<file path="src/rtl/fb_pkg.sv">
// Shared types and frame geometry for the frame-buffer arbiter.
package fb_pkg;

  typedef enum logic [1:0] {
    IDLE  = 2'd0,
    CAPT  = 2'd1,
    DRAIN = 2'd2,
    DONE  = 2'd3
  } fb_state_t;

  localparam int FB_WIDTH  = 640;
  localparam int FB_HEIGHT = 480;
  localparam int FB_DEPTH  = FB_WIDTH * FB_HEIGHT;

endpackage

</file>
<file path="src/rtl/fb_wr_fifo.sv">
// Camera pixel write buffer: push/pop FIFO with synchronous flush, head shown combinationally.
// Zero-latency head; pushes on a full FIFO are ignored (full is taken before any same-cycle pop).
module fb_wr_fifo #(
  parameter int DEPTH = 4,
  parameter int W     = 8
) (
  input  logic         clk_i,
  input  logic         rst_i,
  input  logic         flush,
  input  logic         push,
  input  logic [W-1:0] push_dat,
  input  logic         pop,
  output logic [W-1:0] head_dat,
  output logic         full,
  output logic         empty
);

  localparam int PW = $clog2(DEPTH);

  logic [W-1:0] mem [DEPTH];
  logic [PW:0]  wr_ptr_q;
  logic [PW:0]  rd_ptr_q;

  // Extra pointer bit distinguishes full from empty when the indices match.
  assign empty    = (wr_ptr_q == rd_ptr_q);
  assign full     = (wr_ptr_q[PW] != rd_ptr_q[PW]) &&
                    (wr_ptr_q[PW-1:0] == rd_ptr_q[PW-1:0]);
  assign head_dat = mem[rd_ptr_q[PW-1:0]];

  always_ff @(posedge clk_i) begin
    if (rst_i || flush) begin
      wr_ptr_q <= '0;
      rd_ptr_q <= '0;
    end else begin
      if (push && !full) wr_ptr_q <= wr_ptr_q + 1'b1;
      if (pop && !empty) rd_ptr_q <= rd_ptr_q + 1'b1;
    end
  end

  always_ff @(posedge clk_i) begin
    if (push && !full) mem[wr_ptr_q[PW-1:0]] <= push_dat;
  end

endmodule

</file>
<file path="src/rtl/framebuf_arbiter.sv">
// Shares one single-port image RAM between camera capture (writes) and display scan-out (reads).
// Reads win (grant -> rd_valid_o in 2 cycles); a full FIFO starved for STARVE_LIMIT cycles forces one write.
module framebuf_arbiter
  import fb_pkg::*;
#(
  parameter int WORD_DEPTH   = FB_DEPTH,
  parameter int ADDR_W       = 24,
  parameter int DATA_W       = 8,
  parameter int FIFO_DEPTH   = 4,
  parameter int STARVE_LIMIT = 8
) (
  input  logic              clk_i,
  input  logic              rst_i,
  input  logic              capture_en_i,
  input  logic              cam_frame_start_i,
  input  logic              cam_valid_i,
  input  logic [DATA_W-1:0] cam_data_i,
  output logic              cam_ready_o,
  input  logic              rd_req_i,
  input  logic [ADDR_W-1:0] rd_adr_i,
  output logic              rd_gnt_o,
  output logic              rd_valid_o,
  output logic [DATA_W-1:0] rd_dat_o,
  output logic              ram_we_o,
  output logic [ADDR_W-1:0] ram_adr_o,
  output logic [DATA_W-1:0] ram_dat_o,
  input  logic [DATA_W-1:0] ram_dat_i,
  output logic              busy_o,
  output logic              frame_done_o,
  output logic              overflow_o,
  output logic [7:0]        abort_cnt_o
);

  localparam int                SW       = $clog2(STARVE_LIMIT + 1);
  localparam logic [ADDR_W-1:0] LAST_ADR = ADDR_W'(WORD_DEPTH - 1);

  fb_state_t         state_q, state_d;
  logic [ADDR_W-1:0] wr_adr_q;
  logic [ADDR_W-1:0] pix_cnt_q;
  logic [SW-1:0]     starve_q;
  logic              rd_pend_q;

  logic              fifo_full, fifo_empty;
  logic [DATA_W-1:0] head_dat;
  logic              active, abort, frame_start, restart;
  logic              capt_pix, push, pop, force_wr;

  assign active      = (state_q == CAPT) || (state_q == DRAIN);
  assign abort       = active && cam_frame_start_i;
  assign frame_start = (state_q == IDLE) && cam_frame_start_i && capture_en_i;
  assign restart     = frame_start || (abort && capture_en_i);

  // Every valid pixel in CAPT counts toward the frame, accepted or dropped.
  assign capt_pix    = (state_q == CAPT) && !abort && cam_valid_i;
  assign push        = capt_pix && !fifo_full;

  assign force_wr    = (starve_q == SW'(STARVE_LIMIT));
  assign rd_gnt_o    = rd_req_i && !force_wr;
  assign pop         = active && !abort && !rd_gnt_o && !fifo_empty;

  assign cam_ready_o = (state_q == IDLE) || !fifo_full;

  // RAM data arrives in the same cycle rd_valid_o rises, so it is passed through
  // gated rather than re-registered; this keeps grant-to-data at two cycles.
  assign rd_dat_o    = rd_valid_o ? ram_dat_i : '0;

  fb_wr_fifo #(
    .DEPTH (FIFO_DEPTH),
    .W     (DATA_W)
  ) u_fifo (
    .clk_i    (clk_i),
    .rst_i    (rst_i),
    .flush    (abort),
    .push     (push),
    .push_dat (cam_data_i),
    .pop      (pop),
    .head_dat (head_dat),
    .full     (fifo_full),
    .empty    (fifo_empty)
  );

  always_comb begin
    state_d = state_q;
    case (state_q)
      IDLE:  if (frame_start) state_d = CAPT;
      CAPT: begin
        if (abort)                                     state_d = capture_en_i ? CAPT : IDLE;
        else if (cam_valid_i && pix_cnt_q == LAST_ADR) state_d = DRAIN;
      end
      DRAIN: begin
        if (abort)                         state_d = capture_en_i ? CAPT : IDLE;
        else if (fifo_empty && !ram_we_o)  state_d = DONE;
      end
      DONE:    state_d = IDLE;
      default: state_d = IDLE;
    endcase
  end

  always_ff @(posedge clk_i) begin
    if (rst_i) begin
      state_q      <= IDLE;
      wr_adr_q     <= '0;
      pix_cnt_q    <= '0;
      starve_q     <= '0;
      rd_pend_q    <= 1'b0;
      rd_valid_o   <= 1'b0;
      ram_we_o     <= 1'b0;
      ram_adr_o    <= '0;
      ram_dat_o    <= '0;
      frame_done_o <= 1'b0;
      overflow_o   <= 1'b0;
      abort_cnt_o  <= '0;
      busy_o       <= 1'b0;
    end else begin
      state_q      <= state_d;
      frame_done_o <= (state_d == DONE);
      busy_o       <= (state_d == CAPT) || (state_d == DRAIN);

      if (restart) begin
        wr_adr_q   <= '0;
        pix_cnt_q  <= '0;
        overflow_o <= 1'b0;
      end else begin
        if (pop)      wr_adr_q  <= (wr_adr_q == LAST_ADR) ? '0 : wr_adr_q + 1'b1;
        if (capt_pix) pix_cnt_q <= pix_cnt_q + 1'b1;
        if (capt_pix && fifo_full) overflow_o <= 1'b1;
      end

      if (abort && abort_cnt_o != 8'hFF) abort_cnt_o <= abort_cnt_o + 8'd1;

      if (abort || force_wr)        starve_q <= '0;
      else if (fifo_full && rd_gnt_o) starve_q <= starve_q + 1'b1;
      else                          starve_q <= '0;

      if (rd_gnt_o) begin
        ram_we_o  <= 1'b0;
        ram_adr_o <= rd_adr_i;
      end else if (pop) begin
        ram_we_o  <= 1'b1;
        ram_adr_o <= wr_adr_q;
        ram_dat_o <= head_dat;
      end else begin
        ram_we_o  <= 1'b0;
      end

      rd_pend_q  <= rd_gnt_o;
      rd_valid_o <= rd_pend_q;
    end
  end

endmodule

</file>
<file path="config.mk">
export PLATFORM = sky130hd
export DESIGN_NAME = framebuf_arbiter
export DESIGN_NICKNAME = d
export VERILOG_FILES = /design/src/rtl/fb_pkg.sv /design/src/rtl/fb_wr_fifo.sv /design/src/rtl/framebuf_arbiter.sv
export SDC_FILE = /design/constraint.sdc
export NUM_CORES = 1
export LEC_CHECK = 0
export ABC_AREA = 0
export BUFFER_PORTS_ARGS = -buffer_cell sky130_fd_sc_hd__buf_4
export CAP_MARGIN = 20
export CORE_MARGIN = 2
export CORE_UTILIZATION = 40
export DETAILED_ROUTE_END_ITERATION = 8
export REMOVE_ABC_BUFFERS = 1
export SYNTH_ARGS = -nofsm -noshare
export SYNTH_HDL_FRONTEND = slang
export SYNTH_SLANG_ARGS = --single-unit
</file>
<file path="constraint.sdc">
create_clock -name clk_i -period 3.2 [get_ports clk_i]
set_clock_uncertainty 0.2 [all_clocks]
set_input_delay 0.48 -clock clk_i [delete_from_list [all_inputs] [get_ports clk_i]]
set_output_delay 0.48 -clock clk_i [all_outputs]
set_load 0.01 [all_outputs]
</file>
======== After elaboration in Yosys (flattened, before gate mapping) ========
Memories as Yosys holds them, arrays and structs flattened. A register that Yosys moved wholly into a read port is not among the register bits.
Index checks and enable logic that the tools add are counted.
operators by class
  reductions and logical operators ........ 37
  equality and inequality tests ........... 13
  bitwise operators ....................... 2
  mux-type cells .......................... 14
  add/sub/neg operators ................... 6
operators with widths
  cell                     number
  $mux W24                 3
  $add A24 B1 Y24 const B  2
  $eq A24 B19 Y1 const B   2
  $logic_and A1 B1 Y1      19
  $mux W2                  5
  $add A8 B1 Y8 const B    1
  $eq A2 B2 Y1 const B     4
  $mux W8                  1
  $ne A8 B8 Y1 const B     1
  $pmux W2 S4              1
  $add A3 B1 Y3 const B    2
  $logic_not A1 Y1         6
  $logic_or A1 B1 Y1       6
  $add A4 B1 Y4 const B    1
  $eq A2 B1 Y1 const B     2
  $eq A4 B4 Y1 const B     1
  $mux W1                  4
  $reduce_or A2 Y1         2
  $eq A3 B3 Y1             1
  $reduce_or A3 Y1         1
  $eq A2 B2 Y1             1
  $logic_not A2 Y1         1
  $not A1 Y1               2
  $reduce_and A2 Y1        1
  other kinds (2)          2
word-level totals
  bits in registers ....................... 98
  memories ................................ 1
  input port bits ......................... 46
  word-level logic and storage cells ...... 87
  output and inout port bits .............. 55
  memory bits (writable) .................. 32
memory list
  memory      depth  width  rd ports  clocked after memory_dff  write ports  RTL line          RTL
  u_fifo.mem  4      8      1         1                         1            fb_wr_fifo.sv:20  logic [W-1:0] mem [DEPTH];

======== Depth between registers and ports, before layout ========
Gate-level depths: netlist of the first run.
  depth after elaboration ................. 10
  mapped depth ............................ 9
  mapped depth without buffers ............ 9

======== Hierarchy ========
A second synthesis of the first run with hierarchy kept.
second synthesis, totals
  cells, all modules ...................... 696
  area, all modules ....................... 6651.4 um2
modules (own cells, without submodules)
  module            cells an instance  instances  sequential area each (um2)  area an instance (um2)
  framebuf_arbiter  586                1          2001.9                      4924.7
  fb_wr_fifo        110                1          1121.1                      1726.7

======== Worst setup path before layout of the first run ========
No wires, ideal clock.
  path kind ............................... flip-flop to flip-flop
  start ................................... reg state_q[0]
  end ..................................... reg wr_adr_q[15]
  path slack .............................. 0.993 ns
  period minus slack after synthesis ...... 2.207 ns
  stages on the path, launching flop included .. 10
  path buffers ............................ 3
  arrival ................................. 1.890 ns
  data required time ...................... 2.883 ns
  setup time .............................. 0.117 ns
  cells stage by stage .................... dfxtp_1 > inv_1 > ha_1 > nor2b_1 > clkbuf_1 > and2_1 > buf_4 > buf_4 > o21ai_0 > a32o_1
between the ends
  cells in the longest elaborated chain, start to end .. 7
  elaborated cells on any way between the ends .. 14
  those cells by class .................... eq/ne (2); reduce/logical (12)
RTL lines
  what                                                 RTL line                 RTL
  start, declared                                      framebuf_arbiter.sv:37   fb_state_t state_q, state_d;
  start signal, assigned                               framebuf_arbiter.sv:115  state_q <= state_d;
  $eq A2 B1 Y1 / $eq A2 B2 Y1 (equally long branches)  framebuf_arbiter.sv:48   assign active = (state_q == CAPT) || (state_q == DRAIN);
  $logic_or A1 B1 Y1                                   framebuf_arbiter.sv:48
  $logic_and A1 B1 Y1                                  framebuf_arbiter.sv:49   assign abort = active && cam_frame_start_i;
  $logic_not A1 Y1                                     framebuf_arbiter.sv:59   assign pop = active && !abort && !rd_gnt_o && !fifo_empty;
  $logic_and A1 B1 Y1 (3 in series)                    framebuf_arbiter.sv:59
  end signal, assigned                                 framebuf_arbiter.sv:124  if (pop) wr_adr_q <= (wr_adr_q == LAST_ADR) ? '0 : wr_adr_q + 1'b1;
  end, declared                                        framebuf_arbiter.sv:38   logic [ADDR_W-1:0] wr_adr_q;
Parallel ways exist; a longest one is shown, timed or not.
A chain may end at the register's enable or synchronous reset.

======== Final worst setup path of the first run ========
  start ................................... reg state_q[0]
  end ..................................... reg wr_adr_q[16]
The elaborated chain is that of the path after synthesis.

==> PnR_summary.wiki, run 1 <==
{| class="wikitable"
! Metric !! Value
|-
| Status || complete, no violations
|-
| Nature of the critical path endpoint || flip-flop
|-
| Buffer depth of the longest clock path || 2
|-
| Net switching fraction of the power || 21.2%
|-
| Clock tree from TritonCTS || yes
|-
| Post-CTS setup buffer count || 0
|-
| Ratio of routed vias to standard cells || 5.28
|-
| Vias in the first global route || 4929
|-
| Clock input transition at the sequential cells of the worst setup and hold paths || 60 ps
|-
| Transition time at the pin with the least slew margin || 688 ps
|-
| IO Pins || 101
|-
| Routed length on met1 || 6.82 mm
|-
| Post-synth top flop || dfxtp_1
|-
| Clock latency at the later pin of the worst-skew pair || 420 ps
|-
| Core box area || 15300 um2
|-
| Routed length on met2 || 7.17 mm
|-
| Height of the die || 129 um
|-
| Worst reg2reg setup slack || 420 ps
|-
| Reported net switching power || 872 uW
|-
| DRC errors left || 0
|-
| H-Tree Depth || 4
|-
| Minimum period implied by the final worst setup slack || 2780 ps
|-
| Worst Hold Margin || 59.1 ps
|-
| Post-cts resize count || 0
|-
| Total internal power || 3250 uW
|-
| Count of distinct cell types in the synthesized netlist || 55
|-
| Setup TNS || 0 ps
|-
| Fraction of synthesized cell area taken by the top area cell type || 33.9%
|-
| Count of maximum capacitance violations || 0
|-
| Peak supply drop || 376 uV
|-
| Synth async-reset ratio || 0%
|-
| Synth Area per Inst || 9.53 um2
|-
| Total Nets Final || 816
|-
| Leading cell types by total area after synthesis || dfxtp_1 (34%), edfxtp_1 (15%), nand2_1 (5.0%)
|-
| Proportion of power drawn by the clock network || 49.9%
|-
| Clk sink count || 138
|-
| Wire length of the first global-routing pass || 24.3 mm
|-
| Top layer in use || met4
|-
| Path class of the lowest-slack min-delay path || in2reg
|-
| Initial Utilization || 41.0%
|-
| Layout cells sized above 1 || 20.9%
|-
| Count of endpoints failing hold in the final timing report || 0
|-
| Total die area || 16700 um2
|-
| Top fanout value on the critical path || 15
|-
| Met3 layer wire length in the routed design || 727 um
|-
| Max-slew violation count || 0
|-
| Pre-Repair DR Iteration Count || 5
|-
| Overall track demand over capacity in global routing || 18.5%
|-
| Final number of setup-violating endpoints || 0
|-
| Required time at the endpoint of the critical path || 3340 ps
|-
| Remaining global-route overflow || 0
|-
| Root Buffer Master || clkbuf_16
|-
| Combinational fraction of design power || 5.8%
|-
| Sequential-to-total area share from yosys stat || 49.3%
|-
| Input/output buffers || 100
|-
| Number of enable flip-flop cells after synthesis || 32
|-
| Path type of the worst setup path || reg2reg
|-
| Global placement routability congestion || 0.875
|-
| Antenna Nets Post-Route || 0
|-
| CTS Hold Buffers Added || 0
|-
| RSZ-0062 raised after global routing || no
|-
| Synth warnings || 0
|-
| Chip width || 129 um
|-
| #FFs+latches synth || 138
|-
| Cell type with the highest aggregate area in the netlist || dfxtp_1
|-
| Hpwl dp || 10.6 mm
|-
| Period Utilization, post-route || 86.8%
|-
| Synthesis-to-finish area growth || 25.5%
|-
| Leakage power total || 0.00289 uW
|-
| Via count || 5176
|-
| Total CTS buffers || 17
|-
| Antenna violations before repair || 0
|-
| Maximum number of pins on one net before global-route repair || 39
|-
| Crit path DAT || 2920 ps
|-
| Average detailed-routed wire length per instance || 15.2 um
|-
| Max transition margin || 53.8%
|-
| Post-synth design cell area || 6260 um2
|-
| Row count || 45
|-
| Fill count || 1408
|-
| Number of antenna repair diodes || 0
|-
| Detailed router's first-iteration violation count || 442
|-
| Wire length reported by the detailed router || 14.9 mm
|-
| Post-synthesis cell count || 657
|-
| Total power divided by cell area || 525 nW/um2
|-
| Highest attainable clock frequency || 360 MHz
|-
| Worst Setup Start Kind || flip-flop
|-
| Sequential share of power || 44.3%
|}
[power groups by stage]
stage	Combinational [uW]	Clock [uW]	Sequential [uW]
floorplan	91.1	0	1870
global placement	233	0	1860
detailed placement	239	0	1860
CTS	239	2100	1830
global route	261	2170	1830
finish	237	2060	1830
[metal layers]
metal  global-route usage [%]  vias up
li1                         -     2570
met1                     24.4     2449
met2                     29.9      141
met3                     4.17       16
met4                     6.65        0
met5                        0        -
[cells in the mapped netlist, types with 4 or more instances]
master    instances
mux4_2            8
o21ai_0          17
nand4_1          17
xnor2_1          24
nor3b_1           4
a311oi_1         14
a32o_1            6
nor2_1           68
and2_1           21
nor3_1            7
and4_1            9
a22oi_1          11
xor2_1           12
nor4_1           10
a21oi_1          45
ha_1             14
dfxtp_1         106
and3_1           10
or3_1            15
buf_2             5
edfxtp_1         32
clkbuf_1         20
inv_1            16
or4_1             6
buf_4             4
nor2b_1           7
nand3_1          19
nand2_1          84
[metrics by stage]
step                worst slack (ps)  area, um2  std cells  util [%]  power (uW)
finish                           422       7860        980      51.5        4120
global route                     121       7860        980      51.5        4260
CTS                              421       7860        980      51.5        4170
detailed placement               449       7230        948      47.4        2100
global placement                 574       7230        948      47.4        2090
floorplan                        323       6120        626         -        1960
[path summary, 6_finish.rpt]
kind / from / end / cells after the start
min reg2reg: rd_pend_q / rd_valid_o / 1
max reg2reg: state_q[0] / wr_adr_q[16] / 6
min: cam_data_i[1] / u_fifo.mem[0][1] / 1
max: state_q[0] / wr_adr_q[16] / 6
[registers in the layout, indices dropped and copies added (netlist names), 2 cells and up]
name,count
u_fifo.wr_ptr_q,3
starve_q,4
u_fifo.rd_ptr_q,3
ram_adr_o,24
ram_dat_o,8
wr_adr_q,24
u_fifo.mem,32
state_q,2
abort_cnt_o,8
pix_cnt_q,24
[cells in the final DEF (no fill, tap or decap), types with 4 or more instances in the layout]
cell type / count
nor3b_1: 4
xnor2_1: 24
nand4_1: 17
a311oi_1: 14
a32o_1: 6
bufinv_16: 4
ha_1: 14
buf_4: 110
a22oi_1: 11
or4_1: 6
nor2b_1: 7
a21oi_1: 45
nor2_1: 68
edfxtp_1: 32
or3_1: 15
and3_1: 10
nand2_1: 84
o21ai_0: 17
nand3_1: 19
mux4_2: 8
clkbuf_16: 17
nor3_1: 7
nor4_1: 10
dfxtp_1: 106
and4_1: 9
xor2_1: 12
and2_1: 21
inv_1: 16
[worst max-delay path, cell delays in order, from the launching register on]
cell	delay [ps]
dfxtp_1	360
inv_1	90
ha_1	380
nor2b_1	530
nand4_2	450
or4_1	520
a21oi_1	170
[area by class of cell]
class | instances | area, um2 | area share, %
clock buffers | 21 | 450 | 5.73
clock inverters | 11 | 170 | 2.17
flip-flops and latches | 138 | 3080 | 39.2
well taps | 211 | 264 | 3.36
repair buffers | 111 | 846 | 10.8
multi-input cells | 472 | 2980 | 38.0
inverters | 16 | 60.1 | 0.765
[logic make-up after synthesis]
logic type,count (synthesis),share of synthesized area [%]
AOI/OAI and AO/OA,120,12.8
xor gates and xnor gates,36,5.04
adders and majority gates,14,2.80
buffers and inverters,47,3.16
DFF,138,49.3
muxes,10,3.20
and+or+nand+nor,292,23.8
Power figures use the tool's default switching activity.
==> run 2: changes to the inputs <==
- clock period: 3.2 -> 3.1 ns (I/O delays scaled with it)
==> run 2 against run 1 <==
Against the previous run:
- clock power rose by 3%
- first-iteration DRC count fell by 24%
- combinational power rose by 2%
- global-route usage barely moved
- largest cell class unchanged
- sequential share of layout area barely moved
- setup slack improved by 110 ps
- largest power group unchanged
- cell count rose by 0.10%
- wire length fell by 0.51%
==> PnR_summary.wiki, run 2 (synthesis results as in run 1) <==
{| class="wikitable"
! Metric !! Value
|-
| Total power divided by cell area || 540 nW/um2
|-
| Vias in the first global route || 4917
|-
| Post-cts resize count || 0
|-
| Average detailed-routed wire length per instance || 15.1 um
|-
| Row count || 45
|-
| Path type of the worst setup path || reg2out
|-
| CTS Hold Buffers Added || 0
|-
| Maximum number of pins on one net before global-route repair || 40
|-
| Hpwl dp || 10.4 mm
|-
| Pre-Repair DR Iteration Count || 5
|-
| Total die area || 16700 um2
|-
| Chip width || 129 um
|-
| Overall track demand over capacity in global routing || 18.4%
|-
| Layout Cell Area excl Fill || 7870 um2
|-
| Clk sink count || 138
|-
| Worst reg2reg setup slack || 560 ps
|-
| H-Tree Depth || 4
|-
| Clock latency at the later pin of the worst-skew pair || 420 ps
|-
| Via count || 5194
|-
| Crit path DAT || 1910 ps
|-
| Commonest cells after routing, fill and taps aside || buf_4 (111), dfxtp_1 (106), nand2_1 (84)
|-
| DRC errors left || 0
|-
| Count of maximum capacitance violations || 0
|-
| Core box area || 15300 um2
|-
| Total Nets Final || 817
|-
| Transition time at the pin with the least slew margin || 906 ps
|-
| Pre-CTS setup slack || 620 ps
|-
| Detailed router's first-iteration violation count || 334
|-
| Reg2reg end || wr_adr_q[7]
|-
| Wire length reported by the detailed router || 14.8 mm
|-
| Minimum period implied by the final worst setup slack || 2570 ps
|-
| Status || complete, no violations
|-
| Net switching fraction of the power || 21.7%
|-
| Height of the die || 129 um
|-
| Synthesis-to-finish area growth || 25.7%
|-
| Total internal power || 3320 uW
|-
| Ratio of routed vias to standard cells || 5.29
|-
| Top fanout value on the critical path || 13
|-
| Initial Utilization || 41.0%
|-
| Worst setup startpoint || starve_q[0]
|-
| Leakage power total || 0.00288 uW
|-
| Flip-flop count of the largest register after layout || 32
|-
| Peak supply drop || 594 uV
|-
| Nature of the critical path endpoint || output port
|-
| Critical Path End || rd_gnt_o
|-
| Logic depth of the worst register-to-register path || 8
|-
| Period Utilization, post-route || 83.0%
|-
| Dpl cell area || 7240 um2
|-
| Layout cells sized above 1 || 21.2%
|-
| Clock tree from TritonCTS || yes
|-
| Global placement routability congestion || 0.869
|-
| Highest attainable clock frequency || 389 MHz
|-
| Max transition margin || 39.5%
|-
| Path class of the lowest-slack min-delay path || in2reg
|-
| Clock input transition at the sequential cells of the worst setup and hold paths || 50 ps
|-
| Root Buffer Master || clkbuf_16
|-
| Final Worst Setup Slack || 528 ps
|-
| Most frequent standard cell in the layout excluding fill and tap cells || buf_4
|-
| Max-slew violation count || 0
|-
| Count of endpoints failing hold in the final timing report || 0
|-
| RSZ-0062 raised after global routing || no
|-
| Combinational fraction of design power || 5.7%
|-
| Antenna Nets Post-Route || 0
|-
| Worst Setup Start Kind || flip-flop
|-
| Antenna violations before repair || 0
|-
| Post-CTS setup buffer count || 0
|-
| IO Pins || 101
|-
| Required time at the endpoint of the critical path || 2430 ps
|-
| Proportion of power drawn by the clock network || 49.9%
|-
| Wire length of the first global-routing pass || 24.2 mm
|-
| Sequential share of power || 44.4%
|-
| Remaining global-route overflow || 0
|-
| Input/output buffers || 100
|-
| Total CTS buffers || 17
|-
| Final number of setup-violating endpoints || 0
|-
| Buffer depth of the longest clock path || 2
|-
| Reported net switching power || 922 uW
|-
| Fill count || 1413
|-
| Worst R2R Start || state_q[0]
|-
| Number of antenna repair diodes || 0
|-
| Setup TNS || 0 ps
|}
## run 2: worst max-delay path: stages (launching register included)
cell and delay [ps]:
dfxtp_1 380, inv_1 60, ha_1 190, nand3b_1 150, nand2_1 110, inv_1 390
buf_4 210
## run 2: per-stage QoR
stage               total power, uW  std cells  hold WS, ps  utilization, %
floorplan                      2030        626          214               -
global placement               2160        949          243            47.5
detailed placement             2170        949          220            47.5
CTS                            4290        981         26.0            51.5
global route                   4390        981         30.1            51.5
finish                         4250        981         44.9            51.5
## run 2: area by class of cell
class	count	area (um2)	area share (%)
Sequential cell	138	3080	39.2
Multi-Input combinational cell	472	2980	37.9
Timing Repair Buffer	112	853	10.8
Clock buffer	17	425	5.41
Tap cell	211	264	3.36
Clock inverter	15	198	2.51
Inverter	16	60.1	0.764
## run 2: worst min path at each step
stage,from,endpoint,slack [ps],depth (start not counted)
CTS,cam_data_i[1],u_fifo.mem[2][1],30,1
detailed placement,rd_pend_q,rd_valid_o,220,1
global route,cam_data_i[3],u_fifo.mem[0][3],30,1
finish,cam_data_i[7],u_fifo.mem[0][7],40,1
floorplan,rd_pend_q,rd_valid_o,210,1
global placement,starve_q[0],starve_q[0],240,1
## run 2: routing by layer
layer	global-route usage, %	share of wire [%]	vias up
met5	0	0	-
met4	6.65	1.4	0
met3	4.42	4.2	20
met2	30.2	48	122
met1	23.9	46	2483
li1	-	-	2569
## run 2: power groups by stage
| stage | clock network [uW] | registers (uW) | logic, uW |
|---|---|---|---|
| final | 2120 | 1880 | 242 |
| after global routing | 2230 | 1890 | 268 |
| after CTS | 2160 | 1880 | 244 |
| after detailed placement | 0 | 1920 | 243 |
| after global placement | 0 | 1920 | 239 |
| after floorplan | 0 | 1930 | 94.1 |
